--- config.mk ---
export PLATFORM = sky130hd
export DESIGN_NAME = ap_ctrl_driver
export DESIGN_NICKNAME = d
export VERILOG_FILES = /design/src/rtl/ap_ctrl_driver.sv
export SDC_FILE = /design/constraint.sdc
export NUM_CORES = 1
export LEC_CHECK = 0
export ABC_AREA = 1
export BUFFER_PORTS_ARGS = -buffer_cell sky130_fd_sc_hd__buf_2
export CORE_MARGIN = 3
export CORE_UTILIZATION = 55
export DETAILED_ROUTE_END_ITERATION = 8
export PLACE_DENSITY_LB_ADDON = 0.15
export SYNTH_ARGS = -nofsm -noshare
export SYNTH_HDL_FRONTEND = slang
export SYNTH_SLANG_ARGS = --single-unit
--- constraint.sdc ---
create_clock -name ap_clk -period 9.25 [get_ports ap_clk]
set_input_delay 1.85 -clock ap_clk [delete_from_list [all_inputs] [get_ports ap_clk]]
set_output_delay 1.85 -clock ap_clk [all_outputs]
set_load 0.02 [all_outputs]
--- src/rtl/ap_ctrl_driver.sv ---
// Batch driver for an ap_ctrl_hs kernel: issues cmd_runs back-to-back transactions,
// tracks per-transaction latency statistics, total batch cycles and sticky error flags.
module ap_ctrl_driver #(
  parameter int CNT_W   = 32,
  parameter int TIMEOUT = 1000000
) (
  input  logic             ap_clk,
  input  logic             ap_rst_n,
  input  logic             cmd_start,
  input  logic [15:0]      cmd_runs,
  output logic             busy,
  output logic             batch_done,
  output logic             kern_ap_start,
  input  logic             kern_ap_ready,
  input  logic             kern_ap_done,
  output logic             kern_ap_continue,
  output logic [15:0]      runs_done,
  output logic [CNT_W-1:0] lat_last,
  output logic [CNT_W-1:0] lat_min,
  output logic [CNT_W-1:0] lat_max,
  output logic [CNT_W-1:0] total_cycles,
  output logic             timeout_err,
  output logic             proto_err
);

  typedef enum logic [1:0] {S_IDLE, S_ISSUE, S_WAIT_DONE, S_FINISH} state_t;

  localparam logic [CNT_W-1:0] CNT_MAX = '1;
  localparam logic [CNT_W-1:0] TO_VAL  = CNT_W'(TIMEOUT);

  state_t           state_q, state_d;
  logic [15:0]      runs_q;
  logic [15:0]      runs_inc;
  logic [CNT_W-1:0] lat_cnt;
  logic [CNT_W-1:0] cur_lat;
  logic             zero_done_q;
  logic             accept, in_txn, at_timeout;
  logic             txn_done, proto_hit, tmo_hit;

  assign accept     = (state_q == S_IDLE) && cmd_start;
  assign in_txn     = (state_q == S_ISSUE) || (state_q == S_WAIT_DONE);
  // Latency of the current cycle if the transaction ended now (start cycle counts as 1).
  assign cur_lat    = (lat_cnt == CNT_MAX) ? lat_cnt : lat_cnt + 1'b1;
  assign at_timeout = cur_lat >= TO_VAL;
  assign runs_inc   = runs_done + 16'd1;

  always_ff @(posedge ap_clk or negedge ap_rst_n) begin
    if (!ap_rst_n) state_q <= S_IDLE;
    else           state_q <= state_d;
  end

  // NOTE: every signal written here gets a default first so no latch is inferred.
  always_comb begin
    state_d   = state_q;
    txn_done  = 1'b0;
    proto_hit = 1'b0;
    tmo_hit   = 1'b0;
    case (state_q)
      S_IDLE: if (cmd_start && cmd_runs != 16'd0) state_d = S_ISSUE;
      S_ISSUE: begin
        if (kern_ap_done) begin
          txn_done  = 1'b1;
          proto_hit = !kern_ap_ready;
        end else if (at_timeout) begin
          tmo_hit = 1'b1;
        end else if (kern_ap_ready) begin
          state_d = S_WAIT_DONE;
        end
      end
      S_WAIT_DONE: begin
        proto_hit = kern_ap_ready;
        if (kern_ap_done)    txn_done = 1'b1;
        else if (at_timeout) tmo_hit  = 1'b1;
      end
      S_FINISH: state_d = S_IDLE;
      default:  state_d = S_IDLE;
    endcase
    if (txn_done) state_d = (runs_inc < runs_q) ? S_ISSUE : S_FINISH;
    if (tmo_hit)  state_d = S_FINISH;
  end

  always_comb begin
    kern_ap_start    = (state_q == S_ISSUE);
    busy             = (state_q != S_IDLE);
    batch_done       = (state_q == S_FINISH) || zero_done_q;
    kern_ap_continue = 1'b1;
  end

  // NOTE: sequential state uses non-blocking assignments only, avoiding evaluation-order races.
  always_ff @(posedge ap_clk or negedge ap_rst_n) begin
    if (!ap_rst_n) begin
      runs_q       <= '0;
      runs_done    <= '0;
      lat_cnt      <= '0;
      lat_last     <= '0;
      lat_min      <= CNT_MAX;
      lat_max      <= '0;
      total_cycles <= '0;
      timeout_err  <= 1'b0;
      proto_err    <= 1'b0;
      zero_done_q  <= 1'b0;
    end else if (accept) begin
      runs_q       <= cmd_runs;
      runs_done    <= '0;
      lat_cnt      <= '0;
      lat_last     <= '0;
      lat_min      <= CNT_MAX;
      lat_max      <= '0;
      // The accept cycle stands in for the FINISH cycle, which holds the count frozen.
      total_cycles <= (cmd_runs != 16'd0) ? CNT_W'(1) : '0;
      timeout_err  <= 1'b0;
      proto_err    <= 1'b0;
      zero_done_q  <= (cmd_runs == 16'd0);
    end else begin
      zero_done_q <= 1'b0;
      if (in_txn) begin
        if (total_cycles != CNT_MAX) total_cycles <= total_cycles + 1'b1;
        lat_cnt <= txn_done ? '0 : cur_lat;
        if (proto_hit) proto_err   <= 1'b1;
        if (tmo_hit)   timeout_err <= 1'b1;
        if (txn_done) begin
          runs_done <= runs_inc;
          lat_last  <= cur_lat;
          if (cur_lat < lat_min) lat_min <= cur_lat;
          if (cur_lat > lat_max) lat_max <= cur_lat;
        end
      end
    end
  end

endmodule
==> results.md <==
- Outcome: completed
- Number of global-route vias before repair: 11100
- Critical R2R Launch: lat_cnt[1]$_DFFE_PN0P_
- WL per Instance: between 15 and 20 um
- Worst-path clk slew: ~0.070 ns
- Die span in x: between 150 and 200 um
- Syn Std Cell Area: 12400 um2
- Antenna cells: 0
- Crit-path max FO: 41
- Hold Crit Class: flop to flop
- Largest net degree at the start of global routing: 127
- Post-synth EDFFs: 0
- Leak: 7.46 nW
- Clk pwr share: 20.3%
- Register area share after synthesis: 40.0%
- Initial core utilization: between 50% and 60%
- CP startpoint kind: input pin
- Worst R2R End: lat_min[31]$_DFFE_PN1P_
- CP Class: input pin to flop
- Hold WS: 0.473 ns
- Worst-Margin Slew: 1.14 ns
- Synthesized flop and latch total: 197
- Crit path time final: 4.96 ns
- Register area: 4970 um2
- Placed Cells: 2038
- Die Y: around 160 um
- GRT overflow: 0
- Ranking of synthesized cells by instance count: 490 x nand2_1, 210 x inv_1, 165 x dfrtp_1
- Placer Congestion: 0.979
- Setup Skew: 0.0133 ns
- Resized cells post-CTS: 0
- Relative slew slack: 24.0%
- Synth Warn #: 0
- Hold bufs inserted after CTS: 0
- Sequential share of power: 34.0%
- Data arrival, critical path: 5.27 ns
- HPWL after DPL: 24.5 mm
- Count of pins over their slew limit: 0
- Yosys top cell area share: 33.3%
- Async SR Flop Fraction: between 90% and 100%
- Global-route wire length before repair: 56.5 mm
- Synth Instances: 1638
- Syn nets: 1742
- DRT Wirelength: 34.2 mm
- # rows: between 50 and 60
- Bufs on Longest Clock Path: 2
- Area of the multi-input gates: 6350 um2
- Total of max-cap violations: 0
- Syn_area_per_cell: approximately 7.6 um2
- H-tree Lvls: 4
- Final count of hold timing violations: 0
- Fillers: just over 2000
- Worst r2r path cells: 21
- PortBufs: ~170
- Clock tree from TritonCTS: built
- Pwr Density: 266 nW/um2
- Total number of vias: 11300
- Clk sink count: about 200
- HP Start: lat_last[13]$_DFFE_PN0P_
- Synth-to-layout area growth: 12.4%
- Switching power of the nets: 1.75 mW
- FMAX: ~0.20 GHz
- Final #Nets: 1881
- Root buf cell: clkbuf_16
- Die area: 24400 um2
- Fin crit share: 53.6%
- Leading area contributor after synthesis: dfrtp_1
- WP data required: approximately 9.6 ns
- R2r setup slk: between 4 and 5 ns
- Initial antenna violation count: 0
- Predominant post-synthesis flop cell: dfrtp_1
- Switch share: 47.3%
- Synth top area cells: dfrtp_1 33%, nand2_1 15%, ha_1 8.4%
- Combinational group share of total power: 45.7%
- Netlist cell types: 49
- Final TNS setup: 0 ns
- WHS Endpoint: lat_last[13]$_DFFE_PN0P_
- Placeable Area: about 22000 um2
- Total GRT Usage: between 20 and 30%
- Count leader, synth: nand2_1
- Vias per cell: 5.47
- Skew-Pair Late Insertion Delay: 0.44 ns
- Num CTS Buffers: 17
- DRT Pass-1 Iters: 5
- Maximum vdd drop: around 170 uV
- Final ANT Viol Nets: 0
- CP endpoint kind: flop
- Fin cells: slightly above 2000
- Unrepaired setup endpoints after global routing: no
- Drt drc: 0
- Setup violators final: 0
- Int Pwr: 1.96 mW
- Setup Fix Bufs, Post-CTS: 0
- Top Ports: 171
- Hold path cells: 2
- Share of layout cells above drive strength 1: 16.7%
- Drt initial violations: slightly above 800
[registers in the layout, indices dropped and copies added, names as in the netlist]
| signal | count |
|---|---|
| runs_q | 16 |
| total_cycles | 32 |
| timeout_err | 1 |
| runs_done | 16 |
| lat_min | 32 |
| zero_done_q | 1 |
| proto_err | 1 |
| lat_cnt | 32 |
| lat_max | 32 |
| lat_last | 32 |
| state_q | 2 |
[power groups by stage]
stage	Clock, mW	Sequential, mW	Combinational (mW)
6_report	0.753	1.26	1.70
4_1_cts	0.766	1.26	1.70
5_1_grt	0.798	1.29	1.89
2_1_floorplan	0	1.40	1.09
3_3_place_gp	0	1.27	1.66
3_5_place_dp	0	1.27	1.69
[layout by cell type (no fill, tap or decap), drive strengths merged]
| master | Yosys | layout |
|---|---|---|
| a2111oi | 1 | 1 |
| a211oi | 4 | 4 |
| a21o | 2 | 2 |
| a21oi | 55 | 55 |
| a221oi | 1 | 1 |
| a22o | 3 | 3 |
| a22oi | 1 | 1 |
| and2 | 1 | 1 |
| buf | 27 | 174 |
| bufinv | 0 | 2 |
| clkbuf | 28 | 23 |
| clkinv | 1 | 6 |
| clkinvlp | 0 | 1 |
| conb | 1 | 1 |
| dfrtp | 165 | 165 |
| dfstp | 32 | 32 |
| ha | 83 | 83 |
| inv | 214 | 216 |
| nand2 | 504 | 504 |
| nand3 | 146 | 146 |
| nand3b | 4 | 4 |
| nand4 | 27 | 27 |
| nor2 | 132 | 132 |
| nor3 | 32 | 32 |
| nor3b | 1 | 1 |
| nor4 | 18 | 18 |
| nor4b | 1 | 1 |
| o211ai | 2 | 2 |
| o21a | 1 | 1 |
| o21ai | 61 | 61 |
| o221a | 1 | 1 |
| o22ai | 29 | 29 |
| o31ai | 17 | 17 |
| or2 | 4 | 4 |
| xnor2 | 5 | 5 |
| xor2 | 34 | 34 |
[routing by layer]
| layer | wire length, um | GRT usage [%] |
|---|---|---|
| met1 | 15400 | 38.3 |
| met2 | 16500 | 48.3 |
| met3 | 1580 | 4.31 |
| met4 | 796 | 9.05 |
| met5 | 0 | 0 |
[worst max-delay path by stage]
stage,slack (ns),depth (start not counted),startpoint,to
after global placement,4.16,11,cmd_start,total_cycles[19]$_DFFE_PN0P_
after detailed placement,3.97,10,cmd_start,total_cycles[14]$_DFFE_PN0P_
after global routing,3.86,21,lat_cnt[1]$_DFFE_PN0P_,lat_min[29]$_DFFE_PN1P_
after CTS,4.40,10,cmd_start,total_cycles[14]$_DFFE_PN0P_
final,4.29,10,cmd_start,total_cycles[14]$_DFFE_PN0P_
after floorplan,5.91,13,cmd_start,total_cycles[18]$_DFFE_PN0P_
[logic make-up (layout without fill, tap and decap cells)]
logic type / count (synthesis) / count (layout) / synth area share [%]
other cells: 1 / 1 / 0.0302
flops: 197 / 197 / 40.0
buf+inv: 270 / 422 / 8.87
xor+xnor: 39 / 39 / 2.90
fa+ha+maj: 83 / 83 / 8.37
simple gates: 870 / 870 / 31.6
compound gates: 178 / 178 / 8.22
[metrics by stage]
step | utilization [%] | area (um2) | setup slack (ns) | power, mW
2_1_floorplan | - | 12400 | 5.91 | 2.49
3_3_place_gp | 60.7 | 13400 | 4.16 | 2.93
3_5_place_dp | 60.7 | 13400 | 3.97 | 2.96
4_1_cts | 63.3 | 13900 | 4.40 | 3.73
5_1_grt | 63.3 | 13900 | 3.86 | 3.97
6_report | 63.3 | 13900 | 4.29 | 3.71
[worst max-delay path, stage by stage]
cell and delay (ns):
buf_2 0.11, nand2_4 0.27, nand2_1 0.96, nand2_1 0.77
inv_2 0.39, nand2_1 0.15, nor2_1 0.21, nand2_1 0.17
o21ai_0 0.25, a22oi_1 0.10
[cell type report]
type | instances | share of cell area, %
clock buffers | 22 | 3.26
clock inverters | 10 | 0.870
inverters | 215 | 5.79
multi-input cells | 1171 | 45.5
flip-flops and latches | 197 | 35.6
well taps | 280 | 2.51
repair buffers | 175 | 6.45
Power figures use the tool's default switching activity.
